==> src/rtl/jtag_tap_pkg.sv <==
// Shared TAP definitions: IEEE 1149.1 state encoding and fixed instruction codes.
package jtag_tap_pkg;

    typedef enum logic [3:0] {
        EXIT2_DR         = 4'h0,
        EXIT1_DR         = 4'h1,
        SHIFT_DR         = 4'h2,
        PAUSE_DR         = 4'h3,
        SELECT_IR        = 4'h4,
        UPDATE_DR        = 4'h5,
        CAPTURE_DR       = 4'h6,
        SELECT_DR        = 4'h7,
        EXIT2_IR         = 4'h8,
        EXIT1_IR         = 4'h9,
        SHIFT_IR         = 4'hA,
        PAUSE_IR         = 4'hB,
        RUN_TEST_IDLE    = 4'hC,
        UPDATE_IR        = 4'hD,
        CAPTURE_IR       = 4'hE,
        TEST_LOGIC_RESET = 4'hF
    } tap_state_e;

    localparam logic [4:0] IR_IDCODE = 5'h01;
    localparam logic [4:0] IR_BYPASS = '1;

endpackage

==> src/rtl/jtag_tap_fsm.sv <==
// Combinational half of the TAP controller: next-state table and state-decode flags.
module jtag_tap_fsm
    import jtag_tap_pkg::*;
(
    input  tap_state_e i_state,
    input  logic       i_tms,
    output tap_state_e o_next_state,
    output logic       o_in_tlr,
    output logic       o_in_capture_ir,
    output logic       o_in_shift_ir,
    output logic       o_in_update_ir,
    output logic       o_in_capture_dr,
    output logic       o_in_shift_dr,
    output logic       o_in_update_dr
);

    always_comb begin
        // NOTE: assign a default first so every path drives o_next_state and no latch is inferred.
        o_next_state = TEST_LOGIC_RESET;
        case (i_state)
            TEST_LOGIC_RESET: o_next_state = i_tms ? TEST_LOGIC_RESET : RUN_TEST_IDLE;
            RUN_TEST_IDLE:    o_next_state = i_tms ? SELECT_DR : RUN_TEST_IDLE;
            SELECT_DR:        o_next_state = i_tms ? SELECT_IR : CAPTURE_DR;
            CAPTURE_DR:       o_next_state = i_tms ? EXIT1_DR  : SHIFT_DR;
            SHIFT_DR:         o_next_state = i_tms ? EXIT1_DR  : SHIFT_DR;
            EXIT1_DR:         o_next_state = i_tms ? UPDATE_DR : PAUSE_DR;
            PAUSE_DR:         o_next_state = i_tms ? EXIT2_DR  : PAUSE_DR;
            EXIT2_DR:         o_next_state = i_tms ? UPDATE_DR : SHIFT_DR;
            UPDATE_DR:        o_next_state = i_tms ? SELECT_DR : RUN_TEST_IDLE;
            SELECT_IR:        o_next_state = i_tms ? TEST_LOGIC_RESET : CAPTURE_IR;
            CAPTURE_IR:       o_next_state = i_tms ? EXIT1_IR  : SHIFT_IR;
            SHIFT_IR:         o_next_state = i_tms ? EXIT1_IR  : SHIFT_IR;
            EXIT1_IR:         o_next_state = i_tms ? UPDATE_IR : PAUSE_IR;
            PAUSE_IR:         o_next_state = i_tms ? EXIT2_IR  : PAUSE_IR;
            EXIT2_IR:         o_next_state = i_tms ? UPDATE_IR : SHIFT_IR;
            UPDATE_IR:        o_next_state = i_tms ? SELECT_DR : RUN_TEST_IDLE;
            default:          o_next_state = TEST_LOGIC_RESET;
        endcase
    end

    assign o_in_tlr        = (i_state == TEST_LOGIC_RESET);
    assign o_in_capture_ir = (i_state == CAPTURE_IR);
    assign o_in_shift_ir   = (i_state == SHIFT_IR);
    assign o_in_update_ir  = (i_state == UPDATE_IR);
    assign o_in_capture_dr = (i_state == CAPTURE_DR);
    assign o_in_shift_dr   = (i_state == SHIFT_DR);
    assign o_in_update_dr  = (i_state == UPDATE_DR);

endmodule

==> src/rtl/jtag_tap_target.sv <==
// JTAG TAP target with pins oversampled in the system clock domain; IDCODE, BYPASS and USER DRs.
module jtag_tap_target
    import jtag_tap_pkg::*;
#(
    parameter int                  IR_WIDTH   = 5,
    parameter int                  DR_WIDTH   = 32,
    parameter logic [31:0]         IDCODE_VAL = 32'h20000913,
    parameter logic [IR_WIDTH-1:0] USER_IR    = IR_WIDTH'(5'h10)
) (
    input  logic                clock,
    input  logic                reset,
    input  logic                jtag_TCK,
    input  logic                jtag_TMS,
    input  logic                jtag_TDI,
    input  logic                jtag_TRSTn,
    output logic                jtag_TDO_data,
    output logic                jtag_TDO_driven,
    input  logic [DR_WIDTH-1:0] user_capture_data,
    output logic [DR_WIDTH-1:0] user_update_data,
    output logic                user_update_valid,
    output logic [3:0]          tap_state,
    output logic [IR_WIDTH-1:0] ir_value
);

    localparam logic [IR_WIDTH-1:0] LP_IR_IDCODE = IR_WIDTH'(IR_IDCODE);

    logic r_tck_meta, r_tck_sync, r_tck_hist;
    logic r_tms_meta, r_tms_sync;
    logic r_tdi_meta, r_tdi_sync;
    logic r_trstn_meta, r_trstn_sync;

    tap_state_e          r_state;
    logic [IR_WIDTH-1:0] r_ir_value, r_ir_shift;
    logic [31:0]         r_idcode_shift;
    logic                r_bypass_shift;
    logic [DR_WIDTH-1:0] r_user_shift, r_update_data;
    logic                r_update_valid, r_tdo_data, r_tdo_driven;

    tap_state_e w_next_state;
    logic w_in_tlr, w_in_capture_ir, w_in_shift_ir, w_in_update_ir;
    logic w_in_capture_dr, w_in_shift_dr, w_in_update_dr;
    logic w_tck_rise, w_tck_fall, w_sel_idcode, w_sel_user, w_dr_lsb;

    // TRSTn synchroniser idles high so leaving reset does not look like a TAP reset.
    always_ff @(posedge clock) begin
        if (reset) begin
            {r_tck_meta, r_tck_sync, r_tck_hist} <= '0;
            {r_tms_meta, r_tms_sync, r_tdi_meta, r_tdi_sync} <= '0;
            {r_trstn_meta, r_trstn_sync} <= 2'b11;
        end else begin
            // NOTE: non-blocking so each flop samples its neighbour's pre-edge value.
            r_tck_meta   <= jtag_TCK;
            r_tck_sync   <= r_tck_meta;
            r_tck_hist   <= r_tck_sync;
            r_tms_meta   <= jtag_TMS;
            r_tms_sync   <= r_tms_meta;
            r_tdi_meta   <= jtag_TDI;
            r_tdi_sync   <= r_tdi_meta;
            r_trstn_meta <= jtag_TRSTn;
            r_trstn_sync <= r_trstn_meta;
        end
    end

    assign w_tck_rise   =  r_tck_sync & ~r_tck_hist;
    assign w_tck_fall   = ~r_tck_sync &  r_tck_hist;
    assign w_sel_idcode = (r_ir_value == LP_IR_IDCODE);
    assign w_sel_user   = !w_sel_idcode && (r_ir_value == USER_IR);
    assign w_dr_lsb     = w_sel_idcode ? r_idcode_shift[0] :
                          w_sel_user   ? r_user_shift[0]   : r_bypass_shift;

    jtag_tap_fsm u_fsm (
        .i_state         (r_state),
        .i_tms           (r_tms_sync),
        .o_next_state    (w_next_state),
        .o_in_tlr        (w_in_tlr),
        .o_in_capture_ir (w_in_capture_ir),
        .o_in_shift_ir   (w_in_shift_ir),
        .o_in_update_ir  (w_in_update_ir),
        .o_in_capture_dr (w_in_capture_dr),
        .o_in_shift_dr   (w_in_shift_dr),
        .o_in_update_dr  (w_in_update_dr)
    );

    always_ff @(posedge clock) begin
        if (reset) begin
            r_state        <= TEST_LOGIC_RESET;
            r_ir_value     <= LP_IR_IDCODE;
            r_ir_shift     <= '0;
            r_idcode_shift <= '0;
            r_bypass_shift <= 1'b0;
            r_user_shift   <= '0;
            r_update_data  <= '0;
            r_update_valid <= 1'b0;
            r_tdo_data     <= 1'b0;
            r_tdo_driven   <= 1'b0;
        end else begin
            r_update_valid <= 1'b0;
            if (!r_trstn_sync) begin
                // TAP reset wins over any TCK edge seen in the same clock.
                r_state      <= TEST_LOGIC_RESET;
                r_ir_value   <= LP_IR_IDCODE;
                r_tdo_data   <= 1'b0;
                r_tdo_driven <= 1'b0;
            end else begin
                if (w_in_tlr)
                    r_ir_value <= LP_IR_IDCODE;
                if (w_tck_rise) begin
                    if (w_in_capture_ir)
                        r_ir_shift <= IR_WIDTH'(2'b01);
                    if (w_in_shift_ir)
                        r_ir_shift <= {r_tdi_sync, r_ir_shift[IR_WIDTH-1:1]};
                    if (w_in_capture_dr) begin
                        if (w_sel_idcode)    r_idcode_shift <= IDCODE_VAL;
                        else if (w_sel_user) r_user_shift   <= user_capture_data;
                        else                 r_bypass_shift <= 1'b0;
                    end
                    if (w_in_shift_dr) begin
                        if (w_sel_idcode)
                            r_idcode_shift <= {r_tdi_sync, r_idcode_shift[31:1]};
                        else if (w_sel_user)
                            r_user_shift <= (r_user_shift >> 1) |
                                            (DR_WIDTH'(r_tdi_sync) << (DR_WIDTH - 1));
                        else
                            r_bypass_shift <= r_tdi_sync;
                    end
                    r_state <= w_next_state;
                end
                if (w_tck_fall) begin
                    if (w_in_update_ir)
                        r_ir_value <= r_ir_shift;
                    if (w_in_update_dr && w_sel_user) begin
                        r_update_data  <= r_user_shift;
                        r_update_valid <= 1'b1;
                    end
                    r_tdo_data   <= w_in_shift_ir ? r_ir_shift[0] :
                                    w_in_shift_dr ? w_dr_lsb      : 1'b0;
                    r_tdo_driven <= w_in_shift_ir || w_in_shift_dr;
                end
            end
        end
    end

    assign jtag_TDO_data     = r_tdo_data;
    assign jtag_TDO_driven   = r_tdo_driven;
    assign user_update_data  = r_update_data;
    assign user_update_valid = r_update_valid;
    assign tap_state         = r_state;
    assign ir_value          = r_ir_value;

endmodule
==> config.mk <==
export PLATFORM = sky130hd
export DESIGN_NAME = jtag_tap_target
export DESIGN_NICKNAME = d
export VERILOG_FILES = /design/src/rtl/jtag_tap_pkg.sv /design/src/rtl/jtag_tap_fsm.sv /design/src/rtl/jtag_tap_target.sv
export SDC_FILE = /design/constraint.sdc
export NUM_CORES = 1
export LEC_CHECK = 0
export ABC_AREA = 1
export ABC_CLOCK_PERIOD_IN_PS = 2000
export BUFFER_PORTS_ARGS = -buffer_cell sky130_fd_sc_hd__buf_2
export CORE_MARGIN = 5
export CORE_UTILIZATION = 55
export CTS_CLUSTER_DIAMETER = 100
export DETAILED_ROUTE_END_ITERATION = 7
export PLACE_DENSITY_LB_ADDON = 0.05
export RECOVER_POWER = 25
export SLEW_MARGIN = 0
export SYNTH_ARGS = -nofsm -noshare
export SYNTH_HDL_FRONTEND = slang
export SYNTH_HIERARCHICAL = 1
export SYNTH_SLANG_ARGS = --single-unit
==> constraint.sdc <==
create_clock -name clock -period 2 [get_ports clock]
set_input_delay 0.1 -clock clock [delete_from_list [all_inputs] [get_ports clock]]
set_output_delay 0.1 -clock clock [all_outputs]
set_load 0.02 [all_outputs]
==> results.yml <==
yosys:
  syn-cell-area_mm2: 0.00504
  avgSynthCellArea_um2: 7.70
  syn_nets: 693
  synth.yosys.warnings: 6
  synth_cell_types: 28
  synth.yosys.seq_area_share: 0.488
  syn-instance-count: 655
  ys_ff_latch: 123
placed_design:
  gp_routability_congestion: 0.910
  worst_setup_slack_post_dpl_ps: 78.8
  dp.final_hpwl_mm: 7.74
  io_buffers: 81
worst_hold_path:
  hold_class: "input pin to register"
  hold-path-cell-count: 6
finish:
  insertedDiodeCount: 0
  ff_latch_area_mm2: 0.00246
  post_route_cells_drive_above_1_share: 0.188
  final_core_util: 0.712
  area_of_combinational_cells_with_multiple_inputs_mm2: 0.00224
  nFillCells: 782
  fin_nets: 808
  syn2layout_area_growth_pct: 28.5
route:
  drt-total-wl_mm: 12.6
  met2RoutedLength_mm: 5.93
  drt-met1-wl_mm: 5.72
  route.met3.wl_um: 845
  route.vias.total: 4857
  firstDrtPassIters: 5
  ant_nets: 0
  highest_routing_layer_actually_used: "met4"
  initialDrtViolationCount: 329
  route.detailed.vias_per_inst: 5.43
  drt-wirelength-per-cell_um: 14.1
  drcViolationCount: 0
floorplan:
  core_area_mm2: 0.00911
  top_ports: 82
  floorplan.initialDensity: 0.554
  placementRows: 35
  dieArea_mm2: 0.0112
  dieHeight_um: 106
  die_width_um: 106
pwr:
  seq_power_share: 0.421
  irDropWorstVdd_v: 0.000481
  pwr_density_cell_mw_per_mm2: 908
  power.static_leakage_nw: 2.61
  internal-power_mw: 4.59
  comb_power_share: 0.042
  clock_power_share: 0.538
  total_switching_power_mw: 1.29
  switching_share: 0.220
clock_tree:
  cts-root-buf: "sky130_fd_sc_hd__clkbuf_8"
  worst_setup_hold_path_clk_slew_ps: 60
  cts-root-to-sink-buffers: 2
  clock_sink_count: 123
  worstSkewPairLatency_ps: 510
  tritoncts.num_buffers: 17
  h-tree-depth: 4
  tritoncts: "done"
timing:
  setup_viol_count_final: 0
  final.setup.worst_slack_ps: 197
  timing.final.max_slew_violations: 0
  period_needed_ps: 1800
  clock_skew_ps: 9.91
  tightest_slew_ps: 669
  max_clock_freq_mhz: 555
  worst_slew_margin: 0.554
  timing.final.crit_share: 0.901
  hold-worst-slack_ps: 35.2
  finalHoldViolCount: 0
global_routing:
  grt.total_usage: 0.229
  grt_pass1_wl_mm: 21.3
  globalRoute.totalOverflow: 0
  first_global_vias: 4552
  largest_net_degree_at_the_start_of_global_routing: 56
  initial_antenna_violation_count: 0
worst_setup_path:
  worstPathArrival_ps: 2250
  criticalPathCategory: "register to register"
  worstPathMaxFanout: 16
  r2r.worst_path.cells: 7
  critical_path.endpoint_type: "register"
  timing.critical_path.from_type: "register"
  required_time_reported_for_the_critical_path_endpoint_ps: 2440
outcome:
  status: "completed"
run:
  max_cap_violations: 0
-- repair_timing --
| item | CTS | global route |
|---|---|---|
| hold buffers | 35 | 0 |
| gates resized for setup | 0 | 8 |
| setup endpoints to repair | 0 | 57 |
| buffers inserted | 0 | 3 |
| hold endpoints to repair | 35 | 0 |
-- cells in the mapped netlist, drive strengths merged --
cell type	count	area, µm²
nand4	1	6.26
clkbuf	21	78.8
nand3b	1	7.51
a21oi	128	716
buf	20	135
nor3	3	15.0
nand2	130	500
nand3	48	258
or2	2	12.5
inv	36	143
nor2	54	267
o21ai	88	444
dfxtp	123	2460
-- power groups by stage --
stage | Sequential (mW) | Clock [mW] | Combinational (mW)
2_1_floorplan | 2.53 | 0 | 0.108
3_3_place_gp | 2.53 | 0 | 0.189
3_5_place_dp | 2.53 | 0 | 0.191
4_1_cts | 2.47 | 3.20 | 0.244
5_1_grt | 2.47 | 3.32 | 0.272
6_report | 2.47 | 3.16 | 0.246
-- cells by family (layout without fill, tap and decap cells) --
kind of cell	after synthesis	in the layout	share of synthesized area
AO/OA/AOI/OAI	216	216	0.230
buffers and inverters	77	204	0.0707
flip-flops	123	123	0.488
AND/OR/NAND/NOR	239	240	0.211
-- flip-flops by register name (all words and copies together), names as in the netlist, 4 cells and up --
signal            count
r_idcode_shift       32
r_user_shift         32
user_update_data     32
ir_value              5
r_ir_shift            5
tap_state             4
-- metal layers --
layer | GRT usage | vias up
met4 | 0.0694 | 0
li1 | - | 2421
met2 | 0.367 | 163
met5 | 0 | -
met3 | 0.0496 | 15
met1 | 0.309 | 2258
-- critical path, stage by stage, from the launching register on --
cell and delay (ps):
sky130_fd_sc_hd__dfxtp_1 370, sky130_fd_sc_hd__inv_1 90, sky130_fd_sc_hd__nand2_1 120, sky130_fd_sc_hd__nor2_1 320
sky130_fd_sc_hd__o21ai_4 170, sky130_fd_sc_hd__nor2_4 360, sky130_fd_sc_hd__o21ai_0 150, sky130_fd_sc_hd__a21oi_1 150
-- through the flow --
stage                     power, mW  cell area (µm²)  instances  setup TNS (ps)
after floorplan                2.64             5040        655               0
after global placement         2.72             5500        823               0
after detailed placement       2.72             5500        823               0
after CTS                      5.92             6470        890               0
after global routing           6.07             6480        894           -4.10
final                          5.88             6480        894               0
-- final cells by class --
class | count | area share
Sequential cell | 123 | 0.380
Multi-Input combinational cell | 456 | 0.346
Timing Repair Buffer | 136 | 0.133
Clock buffer | 21 | 0.0708
Clock inverter | 11 | 0.0247
Inverter | 36 | 0.0235
Tap cell | 111 | 0.0214
-- worst paths after layout --
check,from,slack [ps],endpoint
setup / recovery,tap_state[0],200,r_user_shift[9]
hold reg to reg,r_tck_meta,400,r_tck_sync
hold / removal,user_capture_data[27],40,r_user_shift[27]
setup reg to reg,tap_state[0],200,r_user_shift[9]
-- layout by cell type (no fill, tap or decap) --
cell and instances:
sky130_fd_sc_hd__nand3_4 1, sky130_fd_sc_hd__a21oi_2 20, sky130_fd_sc_hd__inv_2 7, sky130_fd_sc_hd__dfxtp_1 123, sky130_fd_sc_hd__clkbuf_8 4, sky130_fd_sc_hd__nand2_1 127
sky130_fd_sc_hd__or2_2 2, sky130_fd_sc_hd__nand4_1 1, sky130_fd_sc_hd__dlygate4sd3_1 35, sky130_fd_sc_hd__buf_4 20, sky130_fd_sc_hd__nor2_4 7, sky130_fd_sc_hd__inv_6 2
sky130_fd_sc_hd__inv_8 2, sky130_fd_sc_hd__clkinv_4 4, sky130_fd_sc_hd__nand3_1 46, sky130_fd_sc_hd__nor2_2 1, sky130_fd_sc_hd__nand2_4 1, sky130_fd_sc_hd__nand3_2 1
sky130_fd_sc_hd__o21ai_4 1, sky130_fd_sc_hd__o21ai_1 31, sky130_fd_sc_hd__clkinvlp_4 2, sky130_fd_sc_hd__nor3_1 3, sky130_fd_sc_hd__inv_1 25, sky130_fd_sc_hd__buf_2 48
sky130_fd_sc_hd__nor2_1 46, sky130_fd_sc_hd__nand2_2 2, sky130_fd_sc_hd__nor2_8 1, sky130_fd_sc_hd__nand3b_1 1, sky130_fd_sc_hd__bufinv_16 3, sky130_fd_sc_hd__inv_4 2
sky130_fd_sc_hd__a21oi_1 108, sky130_fd_sc_hd__clkbuf_1 34, sky130_fd_sc_hd__clkbuf_16 16, sky130_fd_sc_hd__o21ai_0 56
Note: power is estimated with default switching activity, not from simulation.
